==> src/rtl/draw_pkg.sv <==
// Shared drawing constants, blitter state encoding and the signed
// screen-coordinate type used by the layer and sprite engines.
package draw_pkg;
    localparam int COLOR_WIDTH   = 12;
    localparam int SCREEN_WIDTH  = 320;
    localparam int SCREEN_HEIGHT = 240;
    localparam int COORD_WIDTH   = 11;
    localparam logic [COLOR_WIDTH-1:0] TRANSPARENT = 12'h000;

    typedef enum logic [1:0] {IDLE, RUN, DRAIN, DONE} state_t;

    // One extra bit so pos + offset never overflows into the sign.
    typedef logic signed [COORD_WIDTH:0] coord_t;
endpackage

==> src/rtl/blit_addr_gen.sv <==
// Walks the sprite x-fastest, maps flips onto sprite addresses and turns the
// screen position into a VRAM address plus an on-screen flag.
module blit_addr_gen #(
    parameter int SCREEN_WIDTH      = draw_pkg::SCREEN_WIDTH,
    parameter int SCREEN_HEIGHT     = draw_pkg::SCREEN_HEIGHT,
    parameter int SPRITEBUF_A_WIDTH = 13,
    parameter int VRAM_A_WIDTH      = 17,
    parameter int COORD_WIDTH       = draw_pkg::COORD_WIDTH
) (
    input  logic                          clk,
    input  logic                          rst_n,
    input  logic                          ena,
    input  logic                          load,
    input  logic                          step,
    input  logic [SPRITEBUF_A_WIDTH-1:0]  sprite_base,
    input  logic [9:0]                    sprite_w,
    input  logic [9:0]                    sprite_h,
    input  logic signed [COORD_WIDTH-1:0] pos_x,
    input  logic signed [COORD_WIDTH-1:0] pos_y,
    input  logic                          flip_x,
    input  logic                          flip_y,
    output logic                          last,
    output logic [SPRITEBUF_A_WIDTH-1:0]  sprite_addr,
    output logic                          iss_vld,
    output logic                          iss_inb,
    output logic [VRAM_A_WIDTH-1:0]       iss_vaddr
);
    localparam int SUM_W = (SPRITEBUF_A_WIDTH > 20 ? SPRITEBUF_A_WIDTH : 20) + 1;
    localparam logic signed [COORD_WIDTH:0] SW_C = (COORD_WIDTH+1)'(SCREEN_WIDTH);
    localparam logic signed [COORD_WIDTH:0] SH_C = (COORD_WIDTH+1)'(SCREEN_HEIGHT);

    logic [SPRITEBUF_A_WIDTH-1:0]  base_q;
    logic [9:0]                    w_q, h_q, x_q, y_q, sx, sy;
    logic signed [COORD_WIDTH-1:0] px_q, py_q;
    logic                          fx_q, fy_q, in_bounds;
    logic [19:0]                   prod;
    logic [SUM_W-1:0]              saddr;
    logic signed [COORD_WIDTH:0]   scr_x, scr_y;
    logic [VRAM_A_WIDTH-1:0]       vaddr;

    always_comb begin
        sx    = fx_q ? (w_q - 10'd1 - x_q) : x_q;
        sy    = fy_q ? (h_q - 10'd1 - y_q) : y_q;
        prod  = 20'(sy) * 20'(w_q);
        saddr = SUM_W'(base_q) + SUM_W'(prod) + SUM_W'(sx);
        scr_x = {px_q[COORD_WIDTH-1], px_q} + (COORD_WIDTH+1)'(x_q);
        scr_y = {py_q[COORD_WIDTH-1], py_q} + (COORD_WIDTH+1)'(y_q);
        in_bounds = !scr_x[COORD_WIDTH] && (scr_x < SW_C) &&
                    !scr_y[COORD_WIDTH] && (scr_y < SH_C);
        // Only meaningful when in_bounds; sign extension keeps the wrap consistent.
        vaddr = VRAM_A_WIDTH'(scr_y) * VRAM_A_WIDTH'(SCREEN_WIDTH) + VRAM_A_WIDTH'(scr_x);
        last  = (x_q == w_q - 10'd1) && (y_q == h_q - 10'd1);
    end

    always_ff @(posedge clk or negedge rst_n) begin
        if (!rst_n) begin
            base_q      <= '0;
            w_q         <= '0;
            h_q         <= '0;
            px_q        <= '0;
            py_q        <= '0;
            fx_q        <= 1'b0;
            fy_q        <= 1'b0;
            x_q         <= '0;
            y_q         <= '0;
            sprite_addr <= '0;
            iss_vld     <= 1'b0;
            iss_inb     <= 1'b0;
            iss_vaddr   <= '0;
        end else if (ena) begin
            iss_vld <= step;
            if (load) begin
                base_q <= sprite_base;
                w_q    <= sprite_w;
                h_q    <= sprite_h;
                px_q   <= pos_x;
                py_q   <= pos_y;
                fx_q   <= flip_x;
                fy_q   <= flip_y;
                x_q    <= '0;
                y_q    <= '0;
            end else if (step) begin
                sprite_addr <= saddr[SPRITEBUF_A_WIDTH-1:0];
                iss_inb     <= in_bounds;
                iss_vaddr   <= vaddr;
                if (x_q == w_q - 10'd1) begin
                    x_q <= '0;
                    y_q <= y_q + 10'd1;
                end else begin
                    x_q <= x_q + 10'd1;
                end
            end
        end
    end
endmodule

==> src/rtl/sprite_blitter.sv <==
// Copies one sprite into the frame buffer with flip, clipping and colour key;
// three-stage issue/read/write pipeline behind a start/busy/done handshake.
module sprite_blitter #(
    parameter int SCREEN_WIDTH      = draw_pkg::SCREEN_WIDTH,
    parameter int SCREEN_HEIGHT     = draw_pkg::SCREEN_HEIGHT,
    parameter int SPRITEBUF_A_WIDTH = 13,
    parameter int VRAM_A_WIDTH      = 17,
    parameter int COLOR_WIDTH       = draw_pkg::COLOR_WIDTH,
    parameter logic [COLOR_WIDTH-1:0] TRANSPARENT = draw_pkg::TRANSPARENT,
    parameter int COORD_WIDTH       = draw_pkg::COORD_WIDTH
) (
    input  logic                          CLK,
    input  logic                          rst_n,
    input  logic                          ena,
    input  logic                          start,
    input  logic [SPRITEBUF_A_WIDTH-1:0]  sprite_base,
    input  logic [9:0]                    sprite_w,
    input  logic [9:0]                    sprite_h,
    input  logic signed [COORD_WIDTH-1:0] pos_x,
    input  logic signed [COORD_WIDTH-1:0] pos_y,
    input  logic                          flip_x,
    input  logic                          flip_y,
    output logic                          busy,
    output logic                          done,
    output logic [SPRITEBUF_A_WIDTH-1:0]  sprite_addr,
    input  logic [COLOR_WIDTH-1:0]        sprite_data,
    output logic [VRAM_A_WIDTH-1:0]       vram_addr,
    output logic [COLOR_WIDTH-1:0]        vram_data,
    output logic                          vram_we
);
    import draw_pkg::state_t, draw_pkg::IDLE, draw_pkg::RUN, draw_pkg::DRAIN, draw_pkg::DONE;

    state_t                  state_q, state_d;
    logic                    drain_q, load, step, last;
    logic                    iss_vld, iss_inb, s1_vld, s1_inb;
    logic [VRAM_A_WIDTH-1:0] iss_vaddr, s1_vaddr;
    logic                    we_q, busy_q, done_q;

    blit_addr_gen #(
        .SCREEN_WIDTH      (SCREEN_WIDTH),
        .SCREEN_HEIGHT     (SCREEN_HEIGHT),
        .SPRITEBUF_A_WIDTH (SPRITEBUF_A_WIDTH),
        .VRAM_A_WIDTH      (VRAM_A_WIDTH),
        .COORD_WIDTH       (COORD_WIDTH)
    ) u_addr_gen (
        .clk         (CLK),
        .rst_n       (rst_n),
        .ena         (ena),
        .load        (load),
        .step        (step),
        .sprite_base (sprite_base),
        .sprite_w    (sprite_w),
        .sprite_h    (sprite_h),
        .pos_x       (pos_x),
        .pos_y       (pos_y),
        .flip_x      (flip_x),
        .flip_y      (flip_y),
        .last        (last),
        .sprite_addr (sprite_addr),
        .iss_vld     (iss_vld),
        .iss_inb     (iss_inb),
        .iss_vaddr   (iss_vaddr)
    );

    always_comb begin
        state_d = state_q;
        load    = 1'b0;
        step    = 1'b0;
        unique case (state_q)
            IDLE: if (start) begin
                load    = 1'b1;
                state_d = (sprite_w == 10'd0 || sprite_h == 10'd0) ? DONE : RUN;
            end
            RUN: begin
                step = 1'b1;
                if (last) state_d = DRAIN;
            end
            DRAIN: if (drain_q) state_d = DONE;
            DONE: state_d = IDLE;
            default: state_d = IDLE;
        endcase
    end

    always_ff @(posedge CLK or negedge rst_n) begin
        if (!rst_n) begin
            state_q   <= IDLE;
            drain_q   <= 1'b0;
            busy_q    <= 1'b0;
            done_q    <= 1'b0;
            s1_vld    <= 1'b0;
            s1_inb    <= 1'b0;
            s1_vaddr  <= '0;
            we_q      <= 1'b0;
            vram_addr <= '0;
            vram_data <= '0;
        end else if (ena) begin
            state_q <= state_d;
            drain_q <= (state_q == DRAIN) && !drain_q;
            if (load)                 busy_q <= 1'b1;
            else if (state_q == DONE) busy_q <= 1'b0;
            done_q    <= (state_q == DONE);
            // Stage 1 travels alongside the outstanding sprite read.
            s1_vld    <= iss_vld;
            s1_inb    <= iss_inb;
            s1_vaddr  <= iss_vaddr;
            we_q      <= s1_vld && s1_inb && (sprite_data != TRANSPARENT);
            vram_data <= sprite_data;
            vram_addr <= s1_vaddr;
        end
    end

    // Strobes held through a frozen cycle must not repeat a write or a completion.
    assign vram_we = we_q && ena;
    assign done    = done_q && ena;
    assign busy    = busy_q;
endmodule

==> config.mk <==
export PLATFORM = sky130hd
export DESIGN_NAME = sprite_blitter
export DESIGN_NICKNAME = d
export VERILOG_FILES = /design/src/rtl/draw_pkg.sv /design/src/rtl/blit_addr_gen.sv /design/src/rtl/sprite_blitter.sv
export SDC_FILE = /design/constraint.sdc
export NUM_CORES = 1
export LEC_CHECK = 0
export BUFFER_PORTS_ARGS = -buffer_cell sky130_fd_sc_hd__buf_2
export CAP_MARGIN = 20
export CORE_MARGIN = 2
export CORE_UTILIZATION = 50
export DETAILED_ROUTE_END_ITERATION = 8
export GPL_ROUTABILITY_DRIVEN = 0
export PLACE_DENSITY = 0.72
export SYNTH_ARGS = -nofsm -noshare
export SYNTH_HDL_FRONTEND = slang
export SYNTH_SLANG_ARGS = --single-unit
==> constraint.sdc <==
create_clock -name CLK -period 6.9 [get_ports CLK]
set_input_delay 1.035 -clock CLK [delete_from_list [all_inputs] [get_ports CLK]]
set_output_delay 1.035 -clock CLK [all_outputs]
set_load 0.005 [all_outputs]
==> flow_summary_export.csv <==
group,metric,value,unit
placement,portBuffers,117,
critical_path,worst-setup-path-type,"register to register",
routing,wl,28600,um
clock_network,source_to_sink_clock_delay_at_the_later_pin_of_the_worst_skew_pair,440,ps
critical_path,worst-r2r-setup-slack,220,ps
placement,dpl.hpwl,20900,um
grt,grt_pass1_wl,46600,um
synthesis,async_flop_share,100,%
critical_path,worstPathBufferInverterCount,7,
synthesis,cell_count_after_synthesis,1308,
critical_path,worstSetupPathDepth,29,
clock_network,cts_max_path_buffers,2,
sta,setup_violations,0,
clock_network,ctsRootBufferMaster,"clkbuf_16",
synthesis,synth_fp_nets,1554,
synthesis,post_synth_instance_area,12200,sq um
routing,drt_first_pass_iters,7,
sta,layout_worst_path_cycle_share,96.8,%
floorplanning,placement_rows,57,
grt,grt_overflow_total,0,
routing,antenna_left,0,
sta,minimum_period_implied_by_the_final_worst_setup_slack,6680,ps
synthesis,yosysSeqAreaShare,33.5,%
critical_path,cpPeakStageDelay,560,ps
sta,timing_hold_violations_final,0,
floorplanning,pin_count,118,
sta,slew_headroom,37.7,%
routing,post-route-drc-count,0,
sta,max_slew.worst_pin.slew,925,ps
layout,areaGrowthSynthToFinish,19.4,%
run,maxCapViolCount,0,
placement,dpl.cell_count,1765,
layout,design.final.nets,1721,
grt,global_route.usage.total,22.6,%
critical_path,worst_path_max_delay_cell,"fa_1",
layout,fillers,2070,
routing,dr.first_iter.drc_count,658,
critical_path,worst-endpoint-required,7200,ps
synthesis,synth_ff_type,"dfrtp_1",
layout,utilization,60.4,%
hold_path,hold_path_class,"register to register",
routing,routed_wire_length_per_instance,15.8,um
critical_path,path_delay_family,"adder cells",
critical_path,crit_path_start_kind,"register",
clock_network,cts-buffers-inserted,17,
run_status,outcome,"finished clean",
routing,dr_total_vias,9540,
clock_network,ctsHtreeMaxLevel,4,
grt,number_of_antenna_violations_at_the_first_check_in_global_routing,0,
layout,layout.cell_area.non_filler,14500,sq um
synthesis,synth.avg_cell_area,9.32,sq um
synthesis,ys_ff_latch,163,
critical_path,worst_r2r_path_depth,29,
synthesis,synth_warnings,0,
layout,finish.cell_count_without_fillers,1812,
clock_network,cts.clk_slew.worst_paths,80,ps
grt,grt_start_max_net_pins,98,
floorplanning,die_height,160,um
placement,setup_slack_placement,-309,ps
synthesis,netlist_cell_types,57,
critical_path,timing.critical_path.to_type,"register",
sta,setup_ws,219,ps
layout,diodes,0,
synthesis,number_of_synthesized_flops_with_an_enable_pin,0,
critical_path,cp_max_fo,5,
sta,timing.clock.skew,13.1,ps
placement,placedInstanceArea,13500,sq um
floorplanning,floorplan.die.width,160,um
floorplanning,placeableCoreArea,24100,sq um
layout,final_layout_size_suffix_gt1_share,23.1,%
floorplanning,floorplan.initialDensity,50.6,%
sta,drv_slew,0,
floorplanning,die_area,25600,sq um
hold_path,min_path_cells,2,
sta,max_freq,150,MHz
clock_network,post_cts_hold_buffer_count,0,
grt,number_of_global_route_vias_before_repair,9566,
critical_path,cp.arrival,6980,ps
clock_network,tritoncts_clock_tree,"yes",
clock_network,numClockSinks,163,
routing,post_drt_via_cell_ratio,5.26,
## per-layer routing
| layer | part of all wire, % | vias up | wire (um) | track usage (%) |
|---|---|---|---|---|
| li1 | - | 4601 | - | - |
| met1 | 46 | 4602 | 13000 | 31.1 |
| met3 | 5.0 | 60 | 1420 | 3.79 |
| met2 | 47 | 277 | 13400 | 36.7 |
| met4 | 2.6 | 0 | 731 | 7.21 |
| met5 | 0 | - | 0 | 0 |
## worst min-delay path: stages, from the launching register on
cell     delay (ps)
dfrtp_1         340
nand2_1          40
o21ai_0          60
## cells in the mapped netlist, types with 5 or more instances
master    number  area, sq um
nand2_1      255          957
dfrtp_1      163         4080
inv_1        161          604
ha_1         102         1280
o21ai_0       82          410
fa_1          71         1420
mux2_2        58          653
xnor2_1       55          482
nor2_1        47          176
clkbuf_1      41          154
a21oi_1       40          200
xor2_1        29          254
nor2b_1       26          163
and2_1        18          113
nor3_1        16         80.1
a21o_1        15          113
nand3_1       12         60.1
nand4_1       10         62.6
nor4_1        10         62.6
o21bai_1       9         67.6
or3_1          7         43.8
a21boi_0       6         45.0
and3_1         6         37.5
mux2i_1        6         60.1
o31ai_1        6         45.0
a31oi_1        5         31.3
nand2b_1       5         31.3
xnor3_1        5          113
## what timing repair did
item | CTS | global route
pin swaps | 3 | 41
setup buffers | 3 | 11
gates cloned | 0 | 1
endpoints found under the setup margin | 1 | 3
resized for setup | 11 | 62
## per-stage QoR
step / hold slack [ps] / setup TNS (ps)
after detailed placement: 467 / -309
final: 476 / 0
after global routing: 494 / -136
after global placement: 455 / -86.3
after floorplan: 443 / 0
after CTS: 484 / 0
## cell families after synthesis
kind of cell	share of synthesized area, %
and+or+nand+nor	16.0
buffers and inverters	6.47
AOI/OAI and AO/OA	8.91
adders and majority gates	22.1
DFF	33.5
xor gates and xnor gates	6.96
muxes	6.04
## flip-flops by register name (all words and copies together), names as in the netlist, 2 cells and up
signal / flops
u_addr_gen.px_q: 11
u_addr_gen.base_q: 13
u_addr_gen.py_q: 11
u_addr_gen.x_q: 10
u_addr_gen.y_q: 10
u_addr_gen.h_q: 10
state_q: 2
u_addr_gen.w_q: 10
vram_data: 12
u_addr_gen.sprite_addr: 13
u_addr_gen.iss_vaddr: 17
vram_addr: 17
s1_vaddr: 17
## path summary, 6_finish.rpt
check | start | to
worst max-delay path | u_addr_gen.h_q[1]$_DFFE_PN0P_ | u_addr_gen.sprite_addr[12]$_DFFE_PN0P_
worst min-delay path | u_addr_gen.sprite_addr[4]$_DFFE_PN0P_ | u_addr_gen.sprite_addr[4]$_DFFE_PN0P_
worst max register to register | u_addr_gen.h_q[1]$_DFFE_PN0P_ | u_addr_gen.sprite_addr[12]$_DFFE_PN0P_
worst min register to register | u_addr_gen.sprite_addr[4]$_DFFE_PN0P_ | u_addr_gen.sprite_addr[4]$_DFFE_PN0P_
max in group asynchronous | rst_n | u_addr_gen.py_q[2]$_DFFE_PN0P_
min in group asynchronous | rst_n | u_addr_gen.base_q[4]$_DFFE_PN0P_
## cell usage in the layout, fill, tap and decap left out, drive strengths merged, types with 18 or more instances in the layout
cell type / n
dfrtp: 163
a21oi: 40
xor2: 29
o21ai: 83
nor2b: 27
buf: 190
and2: 19
clkbuf: 18
inv: 169
xnor2: 55
mux2: 58
nor2: 47
fa: 71
nand2: 255
ha: 102
## cell type report
class,count,area (sq um),area share (%)
multi-input cells,939,7660,52.6
clock buffers,17,425,2.92
flip-flops and latches,163,4080,28.0
inverters,162,608,4.18
clock inverters,15,201,1.38
well taps,324,405,2.79
repair buffers,192,1170,8.05
Power is left out: the tool's default activity adds up to more than one toggle a clock period on the data nets, which glitch-free logic cannot reach.
